`config.mk`:
```
export PLATFORM = sky130hd
export DESIGN_NAME = pc_fetch_unit
export DESIGN_NICKNAME = d
export VERILOG_FILES = /design/src/rtl/pc_fetch_unit.sv
export SDC_FILE = /design/constraint.sdc
export NUM_CORES = 1
export LEC_CHECK = 0
export ABC_AREA = 0
export BUFFER_PORTS_ARGS = -buffer_cell sky130_fd_sc_hd__buf_4
export CORE_ASPECT_RATIO = 0.5
export CORE_UTILIZATION = 44
export CTS_CLUSTER_DIAMETER = 40
export DETAILED_ROUTE_END_ITERATION = 10
export PLACE_DENSITY = 0.8
export SYNTH_ARGS = -nofsm -noshare
export SYNTH_HDL_FRONTEND = slang
export SYNTH_SLANG_ARGS = --single-unit
export TNS_END_PERCENT = 10
```
`constraint.sdc`:
```
create_clock -name clk -period 2.45 [get_ports clk]
set_input_delay 0.49 -clock clk [delete_from_list [all_inputs] [get_ports clk]]
set_output_delay 0.49 -clock clk [all_outputs]
set_load 0.01 [all_outputs]
```
`src/rtl/pc_fetch_unit.sv`:
```
// PC register and instruction-fetch sequencer: one outstanding imem request, one held instruction.
// Optional retire counter / last-retired-pc outputs are built when RETIRE_CNT_EN is defined.
module pc_fetch_unit #(
    parameter logic [31:0] RESET_PC = 32'h0000_0000
) (
    input  logic        clk,
    input  logic        rst,
    input  logic [31:0] npc,
    output logic [31:0] pc,
    output logic        imem_req_valid,
    output logic [31:0] imem_req_addr,
    input  logic        imem_req_ready,
    input  logic        imem_resp_valid,
    input  logic [31:0] imem_resp_data,
    output logic        inst_valid,
    output logic [31:0] inst,
    input  logic        inst_ready,
    output logic        misalign_err
`ifdef RETIRE_CNT_EN
    ,
    output logic [31:0] retire_cnt,
    output logic [31:0] last_pc
`endif
);

    typedef enum logic [1:0] {
        S_REQ,
        S_WAIT,
        S_VALID,
        S_ERR
    } state_e;

    state_e      state_q, state_d;
    logic [31:0] pc_q, pc_d;
    logic [31:0] inst_q, inst_d;
    logic        err_q, err_d;
    logic        retire;

    assign retire = (state_q == S_VALID) && inst_ready;

    always_comb begin
        // NOTE: every next-state value gets its hold value first, so no path leaves one unassigned and no latch is inferred.
        state_d = state_q;
        pc_d    = pc_q;
        inst_d  = inst_q;
        err_d   = err_q;
        unique case (state_q)
            S_REQ: begin
                if (imem_req_ready) begin
                    if (imem_resp_valid) begin
                        inst_d  = imem_resp_data;
                        state_d = S_VALID;
                    end else begin
                        state_d = S_WAIT;
                    end
                end
            end
            S_WAIT: begin
                if (imem_resp_valid) begin
                    inst_d  = imem_resp_data;
                    state_d = S_VALID;
                end
            end
            S_VALID: begin
                if (retire) begin
                    pc_d = npc;
                    // A misaligned target is loaded into pc so the faulting address stays visible.
                    if (npc[1:0] == 2'b00) begin
                        state_d = S_REQ;
                    end else begin
                        err_d   = 1'b1;
                        state_d = S_ERR;
                    end
                end
            end
            S_ERR: begin
                state_d = S_ERR;
            end
            default: begin
                state_d = S_REQ;
            end
        endcase
    end

    always_ff @(posedge clk or posedge rst) begin
        // NOTE: sequential state uses non-blocking assignments so all registers update from the same pre-edge values.
        if (rst) begin
            state_q <= S_REQ;
            pc_q    <= RESET_PC;
            inst_q  <= 32'h0;
            err_q   <= 1'b0;
        end else begin
            state_q <= state_d;
            pc_q    <= pc_d;
            inst_q  <= inst_d;
            err_q   <= err_d;
        end
    end

    // Request is masked while reset is held so every output reads 0 during reset.
    assign imem_req_valid = (state_q == S_REQ) && !rst;
    assign imem_req_addr  = pc_q;
    assign pc             = pc_q;
    assign inst_valid     = (state_q == S_VALID);
    assign inst           = inst_q;
    assign misalign_err   = err_q;

`ifdef RETIRE_CNT_EN
    logic [31:0] retire_cnt_q, retire_cnt_d;
    logic [31:0] last_pc_q, last_pc_d;

    always_comb begin
        retire_cnt_d = retire_cnt_q;
        last_pc_d    = last_pc_q;
        if (retire) begin
            retire_cnt_d = retire_cnt_q + 32'd1;
            last_pc_d    = pc_q;
        end
    end

    always_ff @(posedge clk or posedge rst) begin
        if (rst) begin
            retire_cnt_q <= 32'h0;
            last_pc_q    <= 32'h0;
        end else begin
            retire_cnt_q <= retire_cnt_d;
            last_pc_q    <= last_pc_d;
        end
    end

    assign retire_cnt = retire_cnt_q;
    assign last_pc    = last_pc_q;
`endif

endmodule

```
==> results.yml <==
timing:
  fmax_mhz: 610
  fin_crit_sh: 0.669
  finalCriticalPeriod_ns: 1.64
  hold_viol: 0
  finalWorstSetupSlack_ns: 0.811
  worst_pin_slew_ns: 0.597
  slew_viol_final: 0
  rsz0062_at_grt: "no"
  finalSetupViolCount: 0
  fin_skew_ns: 0.00394
  setup_tns_ns: 0
  slew_headroom: 0.602
floorplan:
  coreArea_um2: 6210
  io_pins: 168
  die_w_um: 117
  start_util: 0.466
  die_y_um: 59.3
  rows: 20
  dieArea_um2: 6910
critical_path:
  end_kind: "primary output"
  crit_type: "flip-flop to primary output"
  max_stage_delay_ns: 0.40
  cp_max_fo: 4
  cp.required_ns: 1.96
  critPathSlowestCell: "dfrtp_1"
  cp_cell_sequence: "and2b_4, buf_4"
  cp_top_family: "flip-flops"
  cp.buffers_inverters: 1
  r2r_setup_slack_ns: 0.86
  cp-start-kind: "flip-flop"
  worstPathArrival_ns: 1.15
global_routing:
  antenna_found_initial: 0
  track_usage: 0.191
  grt_max_degree: 68
  busiest_layer: "met2"
  grt_overflow: 0
  grt_pass1_vias: 2023
  grt_pass1_wl_um: 9730
  gr-usage-met1: 0.199
  gr-usage-met3: 0.0593
  met2_usage: 0.369
logic_synthesis:
  synth_commonest_cells: "dfrtp_1, mux2_2, buf_4"
  syn-cell-area_um2: 2890
  async_reset_ff_frac: 1.00
  ys.flop_type: "dfrtp_1"
  yosysUniqueCellTypes: 15
  yosysWarnings: 0
  ys_ff_latch: 67
  ys_seq_area_frac: 0.580
  yosys-top-cells-area: "dfrtp_1, mux2_4, mux2_2"
  syn_avg_cell_area_um2: 15.8
  synth_nets: 252
  synth_enable_flop_cells: 0
  synth.most_common_cell: "dfrtp_1"
  synth_cells: 183
  synth_area_leader_cell: "dfrtp_1"
  synth_top_area_share: 0.580
detailed_routing:
  drt-initial-drc-count: 98
  routed_wire_length_per_instance_um: 15.4
  drt-pass1-iter-count: 6
  vias: 1932
  viasPerCell: 4.62
  routed_wl_um: 6450
  ant_nets: 0
  route.detailed.drc: 0
final_layout:
  fillers: 418
  diodes: 0
  drive_above_1_share: 0.764
  areaGrowthSynthToFinish_pct: 49.7
  finish.net_count: 394
clocking:
  htreeDepth: 3
  cts_made_buffers: 9
  cts.clk_slew.worst_paths_ns: 0.05
  postCtsHoldBufs: 0
  cts_resized: 0
  cts.path.max_buffers: 2
  clock_latency_ns: 0.32
  postCtsSetupBuffers: 0
  cts_root_buf: "clkbuf_16"
  tritoncts: "yes"
  cts.sinks: 67
placement:
  hpwl_um: 4750
  io_buffers: 167
  pre_cts_ws_ns: 0.838
  gp_congestion: 0.799
power_and_ir_drop:
  ir_drop_mv: 0.585
  p_leak_nw: 2.28
  power_density_nw_per_um2: 1370
min_path:
  worstHoldPathType: "primary input to asynchronous set/reset pin"
job:
  drv_cap: 0
run_status:
  status: "finished, final reports clean"
worst min-delay path: stages:
cell and delay [ns]:
buf_4 0.12, inv_2 0.06, buf_12 0.31
worst paths after layout:
check,startpoint,to,cells after the start
worst min register to register,misalign_err$_DFFE_PP0P_,misalign_err$_DFFE_PP0P_,1
worst max-delay path,state_q[0]$_DFFE_PP0P_,inst_valid,2
min in group clk,imem_resp_valid,state_q[0]$_DFFE_PP0P_,2
worst max register to register,state_q[1]$_DFFE_PP0P_,imem_req_addr[29]$_DFFE_PP0P_,3
worst min-delay path,rst,state_q[1]$_DFFE_PP0P_,3
max in group asynchronous,rst,inst[27]$_DFFE_PP0P_,3
sequential cells by signal, summed over array words and instances (netlist names):
name           count
imem_req_addr     32
inst              32
state_q            2
misalign_err       1
where the power goes:
part | switching (W) | leakage (nW) | internal, W
clock | 0.000455 | 0.165 | 0.000990
combinational | 0.000902 | 1.30 | 0.00153
sequential | 0.000393 | 0.816 | 0.00165
total | 0.00175 | 2.28 | 0.00417
layout by cell type, fill, tap and decap left out, types with 2 or more instances in the layout:
cell	count
clkbuf_16	9
nor2_1	3
bufinv_16	3
mux2_4	28
nor3_1	2
clkinv_2	2
buf_4	168
dfrtp_1	67
mux2_2	36
layout make-up:
class	count	area (um2)	share of cell area
flip-flops and latches	67	1680	0.388
repair buffers	169	1280	0.296
multi-input cells	76	908	0.210
clock buffers	9	225	0.0521
clock inverters	7	116	0.0269
well taps	88	110	0.0255
inverters	2	7.51	0.00174
per-layer routing:
metal / vias up / share of wire / routed length (um)
met5: - / 0 / 0
met4: 0 / 0.012 / 77
met2: 50 / 0.59 / 3830
met1: 987 / 0.36 / 2320
met3: 8 / 0.036 / 231
li1: 887 / - / -
cells by family (layout without fill, tap and decap cells):
kind of cell	after synthesis	count (layout)	share of synthesized area
flops	67	67	0.580
simple gates	7	7	0.0147
mux	64	64	0.286
compound gates	5	5	0.0139
buf+inv	40	187	0.105
through the flow:
| step | hold WS [ns] | total power [W] | cells | utilization | area (um2) |
|---|---|---|---|---|---|
| after CTS | 0.261 | 0.00601 | 418 | 0.697 | 4330 |
| after global placement | 0.464 | 0.00444 | 402 | 0.642 | 3980 |
| after detailed placement | 0.463 | 0.00452 | 402 | 0.642 | 3980 |
| after floorplan | 0.513 | 0.00337 | 183 | - | 2890 |
| final | 0.261 | 0.00592 | 418 | 0.697 | 4330 |
| after global routing | 0.289 | 0.00624 | 418 | 0.697 | 4330 |
(Power assumes the default switching activity.)
